[config.mk]
export PLATFORM = sky130hd
export DESIGN_NAME = uart_fifo
export DESIGN_NICKNAME = d
export VERILOG_FILES = /design/src/rtl/uart_pkg.sv /design/src/rtl/byte_fifo.sv /design/src/rtl/uart_fifo.sv
export SDC_FILE = /design/constraint.sdc
export NUM_CORES = 1
export LEC_CHECK = 0
export ABC_AREA = 1
export ABC_CLOCK_PERIOD_IN_PS = 2200
export BUFFER_PORTS_ARGS = -buffer_cell sky130_fd_sc_hd__buf_2
export CORE_ASPECT_RATIO = 1.5
export CORE_MARGIN = 2
export CORE_UTILIZATION = 45
export CTS_BUF_LIST = sky130_fd_sc_hd__clkbuf_16
export DETAILED_ROUTE_END_ITERATION = 8
export PLACE_DENSITY = 0.69
export RECOVER_POWER = 25
export SETUP_SLACK_MARGIN = 0.05
export SLEW_MARGIN = 20
export SYNTH_ARGS = -nofsm -noshare
export SYNTH_HDL_FRONTEND = slang
export SYNTH_SLANG_ARGS = --single-unit
[constraint.sdc]
create_clock -name clk -period 2.2 [get_ports clk]
set_clock_uncertainty 0.05 [all_clocks]
set_input_delay 0 -clock clk [delete_from_list [all_inputs] [get_ports clk]]
set_output_delay 0 -clock clk [all_outputs]
set_load 0.02 [all_outputs]
[src/rtl/uart_pkg.sv]
// Shared constants for the UART byte buffering path.
package uart_pkg;

    // Width of one UART character as seen by host and line side.
    localparam int UART_BYTE_W     = 8;

    // Default number of buffered bytes per direction.
    localparam int UART_FIFO_DEPTH = 16;

endpackage : uart_pkg

[src/rtl/byte_fifo.sv]
// Single-clock first-word fall-through FIFO with occupancy count.
// Pushes while full and pops while empty are ignored. Storage is not reset;
// the head output is forced to zero while empty so stale bytes never leak.
module byte_fifo
    import uart_pkg::*;
#(
    parameter int DEPTH  = UART_FIFO_DEPTH,
    parameter int DATA_W = UART_BYTE_W
) (
    input  logic                     clk,
    input  logic                     rst_n,
    input  logic                     push,
    input  logic [DATA_W-1:0]        push_data,
    input  logic                     pop,
    output logic                     full,
    output logic                     empty,
    output logic [$clog2(DEPTH):0]   count,
    output logic [DATA_W-1:0]        head_data
);

    localparam int PTR_W = $clog2(DEPTH);
    localparam int CNT_W = PTR_W + 1;

    logic [DATA_W-1:0] mem [DEPTH];
    logic [PTR_W-1:0]  wr_ptr;
    logic [PTR_W-1:0]  rd_ptr;
    logic              do_push;
    logic              do_pop;

    // Flags are pure functions of the count register.
    assign full    = (count == CNT_W'(DEPTH));
    assign empty   = (count == '0);
    assign do_push = push && !full;
    assign do_pop  = pop && !empty;

    // Pointer and occupancy bookkeeping; pointers wrap naturally at DEPTH.
    always_ff @(posedge clk or negedge rst_n) begin
        if (!rst_n) begin
            wr_ptr <= '0;
            rd_ptr <= '0;
            count  <= '0;
        end else begin
            if (do_push) begin
                wr_ptr <= wr_ptr + PTR_W'(1);
            end
            if (do_pop) begin
                rd_ptr <= rd_ptr + PTR_W'(1);
            end
            case ({do_push, do_pop})
                2'b10:   count <= count + CNT_W'(1);
                2'b01:   count <= count - CNT_W'(1);
                default: count <= count;
            endcase
        end
    end

    // Byte storage, written only on an accepted push.
    always_ff @(posedge clk) begin
        if (do_push) begin
            mem[wr_ptr] <= push_data;
        end
    end

    // Head is visible as soon as it is written; masked to zero when empty.
    assign head_data = empty ? '0 : mem[rd_ptr];

endmodule : byte_fifo

[src/rtl/uart_fifo.sv]
// Host-side buffering for a UART: a TX FIFO feeding the transmitter and an
// RX FIFO filled by the receiver, plus a sticky flag for dropped RX bytes.
module uart_fifo
    import uart_pkg::*;
#(
    parameter int DEPTH = UART_FIFO_DEPTH
) (
    input  logic                   clk,
    input  logic                   rst_n,
    input  logic [7:0]             wr_data,
    input  logic                   wr_en,
    output logic                   tx_full,
    output logic [$clog2(DEPTH):0] tx_count,
    output logic [7:0]             tx_data,
    output logic                   tx_data_valid,
    input  logic                   tx_data_ack,
    input  logic [7:0]             rx_data,
    input  logic                   rx_data_fresh,
    output logic [7:0]             rd_data,
    input  logic                   rd_en,
    output logic                   rx_empty,
    output logic [$clog2(DEPTH):0] rx_count,
    output logic                   rx_overflow,
    input  logic                   ovf_clr
);

    logic tx_empty;
    logic rx_full;

    byte_fifo #(
        .DEPTH  (DEPTH),
        .DATA_W (UART_BYTE_W)
    ) u_tx_fifo (
        .clk       (clk),
        .rst_n     (rst_n),
        .push      (wr_en),
        .push_data (wr_data),
        .pop       (tx_data_ack),
        .full      (tx_full),
        .empty     (tx_empty),
        .count     (tx_count),
        .head_data (tx_data)
    );

    byte_fifo #(
        .DEPTH  (DEPTH),
        .DATA_W (UART_BYTE_W)
    ) u_rx_fifo (
        .clk       (clk),
        .rst_n     (rst_n),
        .push      (rx_data_fresh),
        .push_data (rx_data),
        .pop       (rd_en),
        .full      (rx_full),
        .empty     (rx_empty),
        .count     (rx_count),
        .head_data (rd_data)
    );

    assign tx_data_valid = !tx_empty;

    // Sticky overflow: a byte arriving into a full RX FIFO sets it, and a
    // drop in the same cycle as a clear request keeps it set.
    always_ff @(posedge clk or negedge rst_n) begin
        if (!rst_n) begin
            rx_overflow <= 1'b0;
        end else if (rx_data_fresh && rx_full) begin
            rx_overflow <= 1'b1;
        end else if (ovf_clr) begin
            rx_overflow <= 1'b0;
        end
    end

endmodule : uart_fifo

==> results.md, run 1 <==
Setup path:
- For this run, the slowest stage of the critical path takes 0.59 ns.
- The required arrival time at the worst endpoint is 2.15 ns.
- The largest individual stage delay along the critical path comes from the cell sky130_fd_sc_hd__dfrtp_4.
- Data on the critical path arrives at its endpoint at 2.15 ns.
- The startpoint class of the critical path is a flop.
- Traced cell by cell, the critical path runs through clkinv_8, clkbuf_16, nand2_1, nand3_1, nand3_2, nand2_2, nand2_1, a21oi_2, buf_4.
- For flop-to-flop paths, the worst setup slack is 0.08 ns.
- The maximum net fanout on the critical path is 8.
- The worst setup path is of the flop to output pin kind.
- The type of destination of the critical path is an output pin.
- The most used cell along the critical path is sky130_fd_sc_hd__nand2_1.

Die:
- The initial utilization of the core area, before any placement, comes to 45.8%.
- The width of the die is 138 um.
- The die covers 28400 um2.
- The number of placement rows is 73.
- The placeable core region is 26600 um2.
- Pin placement for this block handled 53 I/O pins.
- From bottom edge to top edge, the die measures 205 um.

Clocking:
- For the worst-skew pair, the clock arrives at the later sink with an insertion delay of 0.54 ns.
- The CTS tree is done.
- The clock transition at the register clock pins on the worst setup and hold paths after CTS is 0.06 ns.
- The maximum count of clock buffers along a single path is 3.
- The cell at the root of the clock tree is sky130_fd_sc_hd__clkbuf_16.
- The CTS buffer count is 26.
- CTS built an H-tree with a depth of 1.
- The total number of clock tree sinks is 283.

STA:
- At the pin with the least slew margin, the transition time is 0.828 ns.
- The max-slew violation count is 0.
- Timing would allow up to 455 MHz.
- The total setup violations reported at the end of the flow is 0.
- The total count of hold-check failures in the final report came to 0.
- The remaining max-slew budget at the tightest pin is 44.8%.
- The clock period minus worst slack is 2.20 ns.
- The post-route fraction of the period consumed by the critical path is 99.9%.
- Setup repair after global routing could not meet its margin everywhere.
- The post-route setup TNS is 0 ns.

Layout:
- The final antenna diode count is 0.
- The area added between synthesis and finish is 28.4%.
- Leaving out fill and tap cells, the most frequent cells in the layout are sky130_fd_sc_hd__nand2_1 (305), sky130_fd_sc_hd__edfxtp_1 (256), sky130_fd_sc_hd__nand3_1 (126), sky130_fd_sc_hd__nand3_2 (91), sky130_fd_sc_hd__buf_4 (72).
- The final cell count without fillers is 1591.
- The final-stage net count is 1278.
- The sequential cell area is 8380 um2.
- The post-route netlist has 31.0% of its cells at a drive strength greater than 1.
- The layout filler cell count is 2034.
- In the final layout, the multi-input gates occupy 4180 um2.
- The final instance area is 15600 um2.
- The most frequent standard cell in the layout excluding fill and tap cells is sky130_fd_sc_hd__nand2_1.

Global route:
- The first global-routing pass estimated 44200 um of wire.
- Entering global routing, the biggest net connects 44 pins.
- The number of antenna violations at the first check in global routing is 0.
- The via count of the first global-routing pass was 8345.
- The all-layer global routing usage is 19.7%.
- Summed over all layers, the global routing overflow is 0.

Detailed routing:
- The number of remaining DRC errors is 0.
- In this run, the number of DRC markers left after iteration 0 of detailed routing was 578.
- Dividing the detail-routed via count by the number of cells gives 5.36.
- For this run, the detailed router's first-pass iteration total came to 4.
- Once detail routing completed, the nets flagged for antenna violations numbered 0.
- The number of vias after detailed routing is 8521.
- After detailed routing, the total wire length is 30300 um.
- In the final routed layout, each cell accounts on average for 19.1 um.

Logic synthesis:
- By area the synthesized netlist is led by sky130_fd_sc_hd__edfxtp_1 (63%), sky130_fd_sc_hd__nand2_1 (12%), sky130_fd_sc_hd__nand3_1 (8.9%).
- Yosys printed 0 warnings.
- The mean area per synthesized cell is 11.1 um2.
- The most used flip-flop cell after synthesis is sky130_fd_sc_hd__edfxtp_1.
- The count of cell types in the netlist is 28.
- The share of the synthesized area in the top cell type is 63.1%.
- The number of enable flip-flop cells after synthesis is 256.
- The synthesized net count is 1136.
- The sequential element share of the synthesized area is 68.7%.
- After technology mapping, the gate count stands at 1095.
- The mapped netlist covers 12200 um2.
- The largest total area in the synthesized netlist belongs to sky130_fd_sc_hd__edfxtp_1.
- Counting flops and latches in the post-synthesis netlist gives 283.
- For this run, asynchronously set or reset flops after synthesis account for 9.54%.

Power:
- The worst supply voltage drop on vdd is 1.05 mV.
- The total power per unit cell area is 1400 nW/um2.
- The leakage power is 6.08 nW.

Status:
- The flow ran to the end, and the final reports show no timing, DRC or antenna violations.

Place:
- The total half-perimeter wirelength after legalization and detailed placement is 17900 um.
- At the end of routability-driven placement, the weighted congestion stood at 0.862.
- Once placement completed, the tool counted placed cells totaling 1478.
- The post-placement cell area is 12900 um2.
- The number of I/O port buffers is 52.

Run:
- The tool flagged a number of max-cap violations equal to 0.

Worst hold path:
- The path type of the worst min-delay path is primary input to flop.
[per-stage QoR]
step / power, mW / hold slack (ns) / util, % / worst slack [ns]
2_1_floorplan: 12.2 / -0.346 / - / -0.0492
3_3_place_gp: 14.1 / 0.0259 / 48.7 / 0.0957
3_5_place_dp: 14.3 / 0.0356 / 48.7 / -0.00223
4_1_cts: 19.4 / 0.222 / 53.9 / 0.00666
5_1_grt: 23.0 / 0.256 / 58.8 / -0.0808
6_report: 21.8 / 0.245 / 58.8 / 0.00253
[where the power goes]
| group | internal (mW) | switching (mW) | total [mW] |
|---|---|---|---|
| clock network | 2.44 | 1.90 | 4.34 |
| registers | 6.60 | 0.485 | 7.09 |
| logic | 4.13 | 6.28 | 10.4 |
[area by class of cell]
| class | count | share of cell area (%) |
|---|---|---|
| sequential | 283 | 53.6 |
| multi-input combinational | 721 | 26.7 |
| timing repair buffer | 164 | 10.3 |
| clock buffer | 27 | 4.32 |
| tap | 337 | 2.70 |
| inverter | 39 | 1.35 |
| clock inverter | 18 | 0.888 |
| timing repair inverter | 2 | 0.160 |
[sequential cells by signal (all words and copies together) (netlist names)]
signal,count
rx_overflow,1
u_rx_fifo.count,5
u_rx_fifo.mem,128
u_rx_fifo.rd_ptr,4
u_rx_fifo.wr_ptr,4
u_tx_fifo.count,5
u_tx_fifo.mem,128
u_tx_fifo.rd_ptr,4
u_tx_fifo.wr_ptr,4
[per-layer routing]
metal,vias up,wire length [um],global-route usage [%]
met2,250,16800,37.8
met5,-,0,0
met4,0,1180,9.40
met3,79,1390,2.28
li1,4048,-,-
met1,4144,11000,21.5
[cell usage after synthesis (3+ instances only)]
cell type                  number
sky130_fd_sc_hd__nand2_1      382
sky130_fd_sc_hd__edfxtp_1     256
sky130_fd_sc_hd__nand3_1      217
sky130_fd_sc_hd__nor2_1        35
sky130_fd_sc_hd__inv_1         28
sky130_fd_sc_hd__dfrtp_1       27
sky130_fd_sc_hd__a21oi_1       20
sky130_fd_sc_hd__buf_4         20
sky130_fd_sc_hd__buf_2         19
sky130_fd_sc_hd__ha_1          18
sky130_fd_sc_hd__xor2_1        14
sky130_fd_sc_hd__inv_2          7
sky130_fd_sc_hd__buf_6          6
sky130_fd_sc_hd__nor3_1         6
sky130_fd_sc_hd__o21ai_0        6
sky130_fd_sc_hd__buf_1          4
sky130_fd_sc_hd__clkinv_1       4
sky130_fd_sc_hd__nand2_2        4
sky130_fd_sc_hd__o21ai_1        4
sky130_fd_sc_hd__xnor2_1        4
sky130_fd_sc_hd__clkbuf_1       3
[kinds of logic (layout without fill, tap and decap cells)]
kind of cell    Yosys count  after routing  synth area share, %
simple gates            650            650                 22.6
fa+ha+maj                18             18                 1.85
xor+xnor                 18             18                 1.29
compound gates           35             35                 1.53
flops                   283            283                 68.7
buf+inv                  91            250                 3.99
[final timing paths]
kind | to | start | cells after the start
max in group asynchronous | u_tx_fifo.rd_ptr[0]$_DFFE_PN0P_ | rst_n | 4
min | u_tx_fifo.wr_ptr[3]$_DFFE_PN0P_ | wr_en | 4
min reg2reg | u_tx_fifo.count[2]$_DFFE_PN0P_ | u_tx_fifo.count[2]$_DFFE_PN0P_ | 2
max reg2reg | u_tx_fifo.count[4]$_DFFE_PN0P_ | u_tx_fifo.count[0]$_DFFE_PN0P_ | 14
max | rd_data[3] | u_rx_fifo.rd_ptr[0]$_DFFE_PN0P_ | 9
min in group asynchronous | u_rx_fifo.rd_ptr[2]$_DFFE_PN0P_ | rst_n | 4
[timing repair]
action / 4_1_cts / 5_1_grt
resized for setup: 51 / 222
cloned: 2 / 16
hold endpoints to repair: 300 / 0
pin swaps: 6 / 89
hold buffers: 25 / 0
setup buffers: 9 / 18
setup endpoints to repair: 18 / 20
[critical path: cells and delay by family (launching register included)]
family | cells | cell delay [ns]
AOI/OAI and AO/OA | 1 | 0.07
and+or+nand+nor | 5 | 0.41
buffers and inverters | 3 | 0.51
DFF | 1 | 0.59
(Power assumes the default switching activity.)
==> inputs of run 2 (changes only) <==
--- a/config.mk
+++ b/config.mk
@@ -19,4 +19,5 @@
 export SLEW_MARGIN = 20
 export SYNTH_ARGS = -nofsm -noshare
 export SYNTH_HDL_FRONTEND = slang
+export SYNTH_HIERARCHICAL = 1
 export SYNTH_SLANG_ARGS = --single-unit
==> run 2 against run 1 <==
Compared with the run above: maximum frequency is 4.1% higher; setup slack improved by 0.086 ns; largest cell class unchanged; critical path type unchanged; first-iteration DRC count grew 26%.
==> results.md, run 2 <==
Logic synthesis:
- During synthesis, Yosys emitted a total of 6 warnings.
- After synthesis the netlist holds a flip-flop and latch count of 283.
- The sequential element share of the synthesized area is 68.5%.
- The number of instances in the synthesized netlist is 1098.
- Each instance of the synthesized netlist takes up on average 11.1 um2.
- The library cell with the highest instance count after synthesis is sky130_fd_sc_hd__nand2_1.
- The share of synthesized area in the top cell type comes to 62.9%.
- Ranked by total cell area, the synthesized netlist is headed by sky130_fd_sc_hd__edfxtp_1 (63%), sky130_fd_sc_hd__nand2_1 (12%), sky130_fd_sc_hd__nand3_1 (8.9%).
- The biggest area contributor in the post-synthesis netlist is sky130_fd_sc_hd__edfxtp_1.
- After synthesis, the most frequently instantiated cells are sky130_fd_sc_hd__nand2_1 (385), sky130_fd_sc_hd__edfxtp_1 (256), sky130_fd_sc_hd__nand3_1 (218), sky130_fd_sc_hd__nor2_1 (34), sky130_fd_sc_hd__dfrtp_1 (27).
- In this run, synthesis inferred 256 flip-flops with an integrated enable.
- In the synthesized netlist the dominant register cell turns out to be sky130_fd_sc_hd__edfxtp_1.
- The cell area after synthesis is 12200 um2.
- Synthesis instantiated 24 different standard cells from the library.
- The fraction of registers with async set or reset after synthesis is 9.54%.
- The synthesized net count is 1139.

Layout:
- The top cell types in the final layout, fill and taps aside, are sky130_fd_sc_hd__nand2_1 (351), sky130_fd_sc_hd__edfxtp_1 (256), sky130_fd_sc_hd__nand3_1 (176), sky130_fd_sc_hd__buf_4 (52), sky130_fd_sc_hd__nand3_2 (41).
- For this run, the post-layout net count is 1261.
- The most frequent standard cell in the layout excluding fill and tap cells is sky130_fd_sc_hd__nand2_1.
- The proportion of layout cells with a drive suffix above 1 is 23.1%.
- In the final layout, the registers with the most flip-flops are u_rx_fifo/mem (128), u_tx_fifo/mem (128).
- The area added between synthesis and finish is 22.8%.
- The final standard cell utilization of the core is 56.4%.
- After routing the design area is 15000 um2.
- The number of antenna diodes in the final layout is 0.

Status:
- The run finished with clean final reports.

Global route:
- In the global route stage, overall resource usage came out at 19.0%.
- Entering global routing, the biggest net connects 37 pins.
- The number of antenna violations at the first check in global routing is 0.
- The via count of the first global-routing pass was 8096.
- The global-route wire length before repair is 42600 um.
- The residual overflow from global routing is 0.

Power:
- The switching power share of the total is 38.4%.
- The switching power of the nets is 8.07 mW.
- The total power after layout is 21.0 mW.
- The share of total power dissipated in sequential elements is 33.8%.
- Of the total power, combinational logic draws 44.0%.
- The proportion of power drawn by the clock network is 22.2%.
- The leakage power is 5.80 nW.
- Across the VDD grid, the largest voltage drop is 1.52 mV.
- Internal power comes to 12.9 mW.
- The total power per unit cell area is 1400 nW/um2.

Clocking:
- The CTS tree is done.
- The clock transition at the register clock pins on the worst setup and hold paths after CTS is 0.06 ns.
- Clock tree synthesis inserted a total of 27 buffers.
- In this run the number of H-tree levels came out at 1.
- The clock reaches the later pin of the worst-skew pair after 0.53 ns.
- Clock tree synthesis selected as its root buffer the cell sky130_fd_sc_hd__clkbuf_16.
- Counting along the longest clock path gives a buffer depth of 3.
- Clock tree synthesis found a total of 283 sinks.

Detailed routing:
- The detailed-router iteration count before antenna repair is 6.
- The number of vias after detailed routing is 8383.
- The initial DRC count is 726.
- The number of remaining DRC errors is 0.
- Dividing the detail-routed via count by the number of cells gives 5.33.
- The mean routed wirelength per cell is 18.1 um.
- The final layout contains routed wiring with a total length of 28500 um.
- The antenna violation net count after detailed routing is 0.

STA:
- In the finished design, the share of the clock period the worst path needs comes to 96.0%.
- The remaining max-slew budget at the tightest pin is 44.6%.
- Setup repair after global routing could not meet its margin everywhere.
- The max-slew violation count is 0.
- The total setup violations reported at the end of the flow is 0.
- The post-route setup TNS is 0 ns.
- The transition at the pin with the smallest max-transition slack is 0.832 ns.
- The routed design could run at a clock period as short as 2.11 ns.
- For this run, the top clock speed supported by timing is 474 MHz.
- The total count of hold-check failures in the final report was 0.

Die:
- Pin placement for this block handled 53 I/O pins.
- The number of placement rows is 73.
- Once the floorplan was initialized, standard cells occupied 45.9% of the core.
- The y dimension of the die is 206 um.
- The floorplan step set the die width to 139 um.
- The total die area is 28500 um2.
- The total area inside the core boundary comes to 26600 um2.

Worst hold path:
- The tightest min-delay check is of the primary input to flop type.

Setup path:
- The count of buffer and inverter cells on the critical path is 2.
- The data arrival at the endpoint of the critical path is 2.06 ns.
- On the critical path the largest part of the delay comes from flip-flops.
- By startpoint and endpoint, the worst setup path is classified as flop to output pin.
- The maximum net fanout on the critical path is 36.
- At the worst endpoint, the required time is 2.15 ns.
- By instance count, the cell type seen most on the critical path is sky130_fd_sc_hd__nand2_1.
- The cell with the largest stage delay on the worst path is sky130_fd_sc_hd__dfrtp_2.
- The maximum cell stage delay along the critical path is 0.49 ns.
- Traced cell by cell, the critical path runs through buf_12, nand2_1, nand3_1, nand3_1, nand2_1, nand2_1, a21oi_2, buf_4.
- The startpoint class of the critical path is a flop.
- The type of destination of the critical path is an output pin.

Place:
- The congestion estimate from routability-driven global placement came to 0.928.
- The total half-perimeter wirelength after legalization and detailed placement is 17600 um.
- After detailed placement, the total cell area comes to 13000 um2.
- The number of I/O port buffers is 52.

Run:
- The max capacitance violation total is 0.
## run 2: routing by layer
| layer | routed length [um] | global-route usage [%] |
|---|---|---|
| met4 | 1170 | 8.64 |
| met1 | 10600 | 21.0 |
| met5 | 0 | 0 |
| met2 | 15500 | 36.7 |
| met3 | 1300 | 1.89 |
## run 2: kinds of logic (layout without fill, tap and decap cells)
logic type	after synthesis	in the layout	synth area share, %
simple gates	653	653	22.7
fa+ha+maj	18	18	1.84
compound gates	34	34	1.48
xor+xnor	18	18	1.29
buf+inv	92	230	4.26
flops	283	283	68.5
## run 2: worst paths after layout
check / start / end / slack, ns / cells past startpoint
min in group asynchronous: rst_n / u_tx_fifo/count[1]$_DFFE_PN0P_ / 0.47 / 4
worst min-delay path: rx_data_fresh / u_rx_fifo/wr_ptr[3]$_DFFE_PN0P_ / 0.24 / 4
worst min register to register: u_rx_fifo/count[3]$_DFFE_PN0P_ / u_rx_fifo/count[3]$_DFFE_PN0P_ / 0.49 / 2
worst max register to register: u_tx_fifo/count[0]$_DFFE_PN0P_ / u_tx_fifo/count[2]$_DFFE_PN0P_ / 0.10 / 13
worst max-delay path: u_rx_fifo/rd_ptr[0]$_DFFE_PN0P_ / rd_data[3] / 0.09 / 8
max in group asynchronous: rst_n / u_tx_fifo/count[0]$_DFFE_PN0P_ / 1.46 / 4
## run 2: power groups by stage
stage                     sequential (mW)  combinational, mW  clock, mW
after CTS                            7.08               7.86       4.75
final                                7.10               9.24       4.66
after global placement               7.12               7.11          0
after global routing                 7.17               9.97       4.95
after detailed placement             7.14               7.25          0
after floorplan                      7.14               5.19          0
## run 2: through the flow
step	hold WS [ns]	worst slack (ns)	instances
after floorplan	-0.346	-0.0639	1098
after global placement	0.0165	0.0929	1474
after detailed placement	0.0280	0.0643	1474
after CTS	0.217	0.0173	1553
after global routing	0.282	-0.0243	1573
final	0.240	0.0885	1573
## run 2: worst register-to-register path, delay by kind of cell (launching register included)
kind | cells | cell delay (ns)
AO/OA/AOI/OAI | 4 | 0.54
flip-flops | 1 | 0.42
adder cells (fa/ha/maj) | 2 | 0.34
buffers and inverters | 2 | 0.10
AND/OR/NAND/NOR | 4 | 0.40
XOR/XNOR | 1 | 0.18
## run 2: cell type report
class	instances	area, um2
clock buffers	27	676
clock inverters	18	209
fillers	2119	11600
inverters	40	188
multi-input cells	723	3810
flip-flops and latches	283	8380
well taps	337	422
repair buffers	145	1330
## run 2: what timing repair did
item | CTS | global route
hold buffers | 25 | 0
setup endpoints to repair | 17 | 21
gates cloned | 2 | 5
pin swaps | 1 | 33
resized for setup | 31 | 127
hold endpoints to repair | 299 | 0
setup buffers | 7 | 16
==> inputs of run 3 (changes only) <==
--- a/config.mk
+++ b/config.mk
@@ -8,13 +8,16 @@
 export ABC_AREA = 1
 export ABC_CLOCK_PERIOD_IN_PS = 2200
 export BUFFER_PORTS_ARGS = -buffer_cell sky130_fd_sc_hd__buf_2
+export CELL_PAD_IN_SITES_DETAIL_PLACEMENT = 0
+export CELL_PAD_IN_SITES_GLOBAL_PLACEMENT = 1
 export CORE_ASPECT_RATIO = 1.5
 export CORE_MARGIN = 2
 export CORE_UTILIZATION = 45
 export CTS_BUF_LIST = sky130_fd_sc_hd__clkbuf_16
 export DETAILED_ROUTE_END_ITERATION = 8
-export PLACE_DENSITY = 0.69
+export PLACE_DENSITY = 0.81
 export RECOVER_POWER = 25
+export REMOVE_ABC_BUFFERS = 1
 export SETUP_SLACK_MARGIN = 0.05
 export SLEW_MARGIN = 20
 export SYNTH_ARGS = -nofsm -noshare
==> run 3 against run 2 <==
Compared with the run above: the flow now finishes with violations (negative hold slack); setup slack got worse by 0.062 ns; final cell count grew 1.5%; combinational power increased by 3.7%; first-iteration DRC count fell by 20%; die area unchanged; utilization up 0.44 points; sequential share of layout area fell by 0.49 points; register-to-register slack about the same; critical path type unchanged; highest routed layer unchanged.
==> results.md, run 3 (synthesis gave the netlist of run 2 again) <==
Status:
- The final reports fail on negative hold slack.
- The run finished, with violations left.

Place:
- The global placement routability congestion is 0.856.
- The number of I/O port buffers is 52.
- The total half-perimeter wirelength after legalization and detailed placement is 18000 um.
- The number of placed instances with taps included is 1494.

Clocking:
- The CTS buffer count is 27.
- For the worst-skew pair, the clock arrives at the later sink with an insertion delay of 0.54 ns.
- The cell at the root of the clock tree is sky130_fd_sc_hd__clkbuf_16.
- The level count of the clock H-tree is 1.
- The maximum count of clock buffers along a single path is 3.
- The CTS tree is done.
- After clock tree synthesis, the clock-pin slew on the worst setup and hold paths is 0.06 ns.
- The total number of clock tree sinks is 283.

Die:
- The total die area is 28500 um2.
- The floorplan step set the die height to 206 um.
- Row generation in the floorplan step produced 73 rows.
- In this run the horizontal extent of the chip is 139 um.
- The number of top-level design ports is 53.
- Once the floorplan was initialized, standard cells occupied 45.9% of the core.
- The core region is 26600 um2.

Global route:
- The via count of the first global-routing pass is 7929.
- The number of antenna violations at the first check in global routing was 0.
- For this run, the total global-route usage over all layers was measured as 19.6%.
- The residual overflow from global routing is 0.
- Entering global routing, the biggest net connects 42 pins.
- The first global-routing pass estimated 43500 um of wire.

STA:
- Of the available clock period, the critical path in the final layout requires 98.8%.
- The max-slew violation count is 0.
- The tightest hold path in the finished design has a slack of -0.00113 ns.
- The clock period minus worst slack is 2.17 ns.
- The total count of hold-check failures in the final report was 2.
- Measured against its own limit, the worst slew margin works out to 39.5%.
- The transition at the pin with the smallest max-transition slack is 0.904 ns.
- For the final routed database, the setup TNS stands at 0 ns.
- The total setup violations reported at the end of the flow is 0.
- The maximum achievable frequency is 460 MHz.
- Setup repair after global routing could not meet its margin everywhere.

Setup path:
- The startpoint of the lowest-slack register-to-register path is u_rx_fifo/count[3]$_DFFE_PN0P_.
- Data on the critical path is required at its endpoint by 2.15 ns.
- At the worst endpoint, the arrival time is 2.12 ns.
- In this run the worst path has a maximum fanout of 5.
- STA classifies the critical path endpoint as an output pin.
- The setup check on the worst reg-to-reg path leaves a slack of 0.10 ns.
- STA classifies the critical path startpoint as a flop.
- The worst setup path is of the flop to output pin kind.
- The endpoint of the worst-slack reg-to-reg timing path is u_rx_fifo/count[4]$_DFFE_PN0P_.
- Counting cells, the worst reg-to-reg path comes to 15.

Layout:
- Leaving out fill and tap cells, the most frequent cells in the layout are sky130_fd_sc_hd__nand2_1 (362), sky130_fd_sc_hd__edfxtp_1 (256), sky130_fd_sc_hd__nand3_1 (188), sky130_fd_sc_hd__buf_4 (69), sky130_fd_sc_hd__clkbuf_16 (36).
- In the final design database the tool counted 1280 nets.
- The most frequent standard cell in the layout excluding fill and tap cells is sky130_fd_sc_hd__nand2_1.
- The layout has 2185 filler cells.
- The number of antenna diodes in the final layout is 0.
- The final cell count without fillers is 1597.
- The proportion of layout cells with a drive suffix above 1 is 22.1%.
- The area added between synthesis and finish is 23.8%.
- The largest registers in the layout are u_rx_fifo/mem (128), u_tx_fifo/mem (128).

Power:
- The leakage power is 5.92 nW.
- VDD sags by at most 1.41 mV.
- The total power per unit cell area is 1410 nW/um2.

Detailed routing:
- The initial DRC count is 583.
- The average via count per standard cell is 5.25.
- In the routed design, unresolved DRC markers number 0.
- The detailed-router iteration count before antenna repair is 5.
- The antenna violation net count after detailed routing is 0.
- The number of vias after detailed routing is 8392.
- The routed wire length is 30100 um.
- Dividing the detail-routed wire length by the instance count gives 18.8 um.

Worst hold path:
- The path type of the worst min-delay path is primary input to asynchronous set/reset pin.

Run:
- The max capacitance violation total is 0.
## run 3: cell types whose count changed in the layout (fill, tap and decap cells not counted), sizes merged
cell,delta
buf,+12
bufinv,-1
clkbuf,+7
clkinv,+7
clkinvlp,+3
dlygate4sd3,-1
inv,-3
## run 3: report_power, final
part           switching [mW]  total, mW  leakage, nW  internal [mW]
Combinational            5.76       9.58         2.84           3.81
Clock                    1.97       4.69        0.444           2.72
Sequential              0.487       7.07         2.63           6.58
## run 3: repair_timing
action / 4_1_cts / 5_1_grt
hold buffers: 23 / 0
cloned: 4 / 12
gates resized for setup: 41 / 93
buffers inserted: 9 / 7
pin swaps: 2 / 32
setup endpoints to repair: 20 / 21
endpoints found under the hold margin: 300 / 0
## run 3: final cells by class
cell class / instances / area (um2) / share of cell area (%)
flip-flops and latches: 283 / 8370 / 55.3
multi-input cells: 723 / 3680 / 24.3
repair buffers: 163 / 1560 / 10.3
clock buffers: 27 / 676 / 4.47
well taps: 337 / 422 / 2.79
clock inverters: 23 / 229 / 1.51
inverters: 40 / 178 / 1.18
repair inverters: 1 / 6.26 / 0.0414
## run 3: how the worst max path moves through the flow
stage                                    start                              to  slack (ns)
6_report       u_rx_fifo/rd_ptr[0]$_DFFE_PN0P_                      rd_data[4]        0.03
5_1_grt        u_rx_fifo/rd_ptr[0]$_DFFE_PN0P_                      rd_data[3]       -0.06
4_1_cts        u_rx_fifo/rd_ptr[0]$_DFFE_PN0P_                      rd_data[2]        0.03
3_5_place_dp    u_rx_fifo/count[0]$_DFFE_PN0P_  u_rx_fifo/count[4]$_DFFE_PN0P_        0.02
3_3_place_gp    u_rx_fifo/count[0]$_DFFE_PN0P_  u_rx_fifo/count[4]$_DFFE_PN0P_        0.05
2_1_floorplan  u_rx_fifo/rd_ptr[0]$_DFFE_PN0P_                      rd_data[1]       -0.36
## run 3: metal layers
metal  share of wire (%)  track usage, %
met2                  56            39.2
met4                 3.3            5.50
met1                  37            21.6
met5                   0               0
met3                 4.2            2.33
## run 3: worst max-delay path, cell delays in order (launching register included)
cell,delay (ns)
sky130_fd_sc_hd__dfrtp_2,0.50
sky130_fd_sc_hd__buf_8,0.18
sky130_fd_sc_hd__clkbuf_16,0.16
sky130_fd_sc_hd__nand2_1,0.05
sky130_fd_sc_hd__nand3_1,0.11
sky130_fd_sc_hd__nand3_2,0.11
sky130_fd_sc_hd__nand2_2,0.10
sky130_fd_sc_hd__nand2_1,0.06
sky130_fd_sc_hd__a21oi_2,0.15
sky130_fd_sc_hd__buf_4,0.16
## run 3: metrics by stage
step                power [mW]  setup WS, ns  hold WS [ns]  util (%)  instance area [um2]
finish                    21.3        0.0267      -0.00113      56.9                15100
global route              22.5       -0.0648        0.0467      56.9                15100
CTS                       20.1        0.0303       0.00529      54.6                14500
detailed placement        14.5        0.0212        0.0359      49.1                13000
global placement          14.4        0.0493        0.0365      49.1                13000
floorplan                 11.7        -0.364        -0.346         -                11800
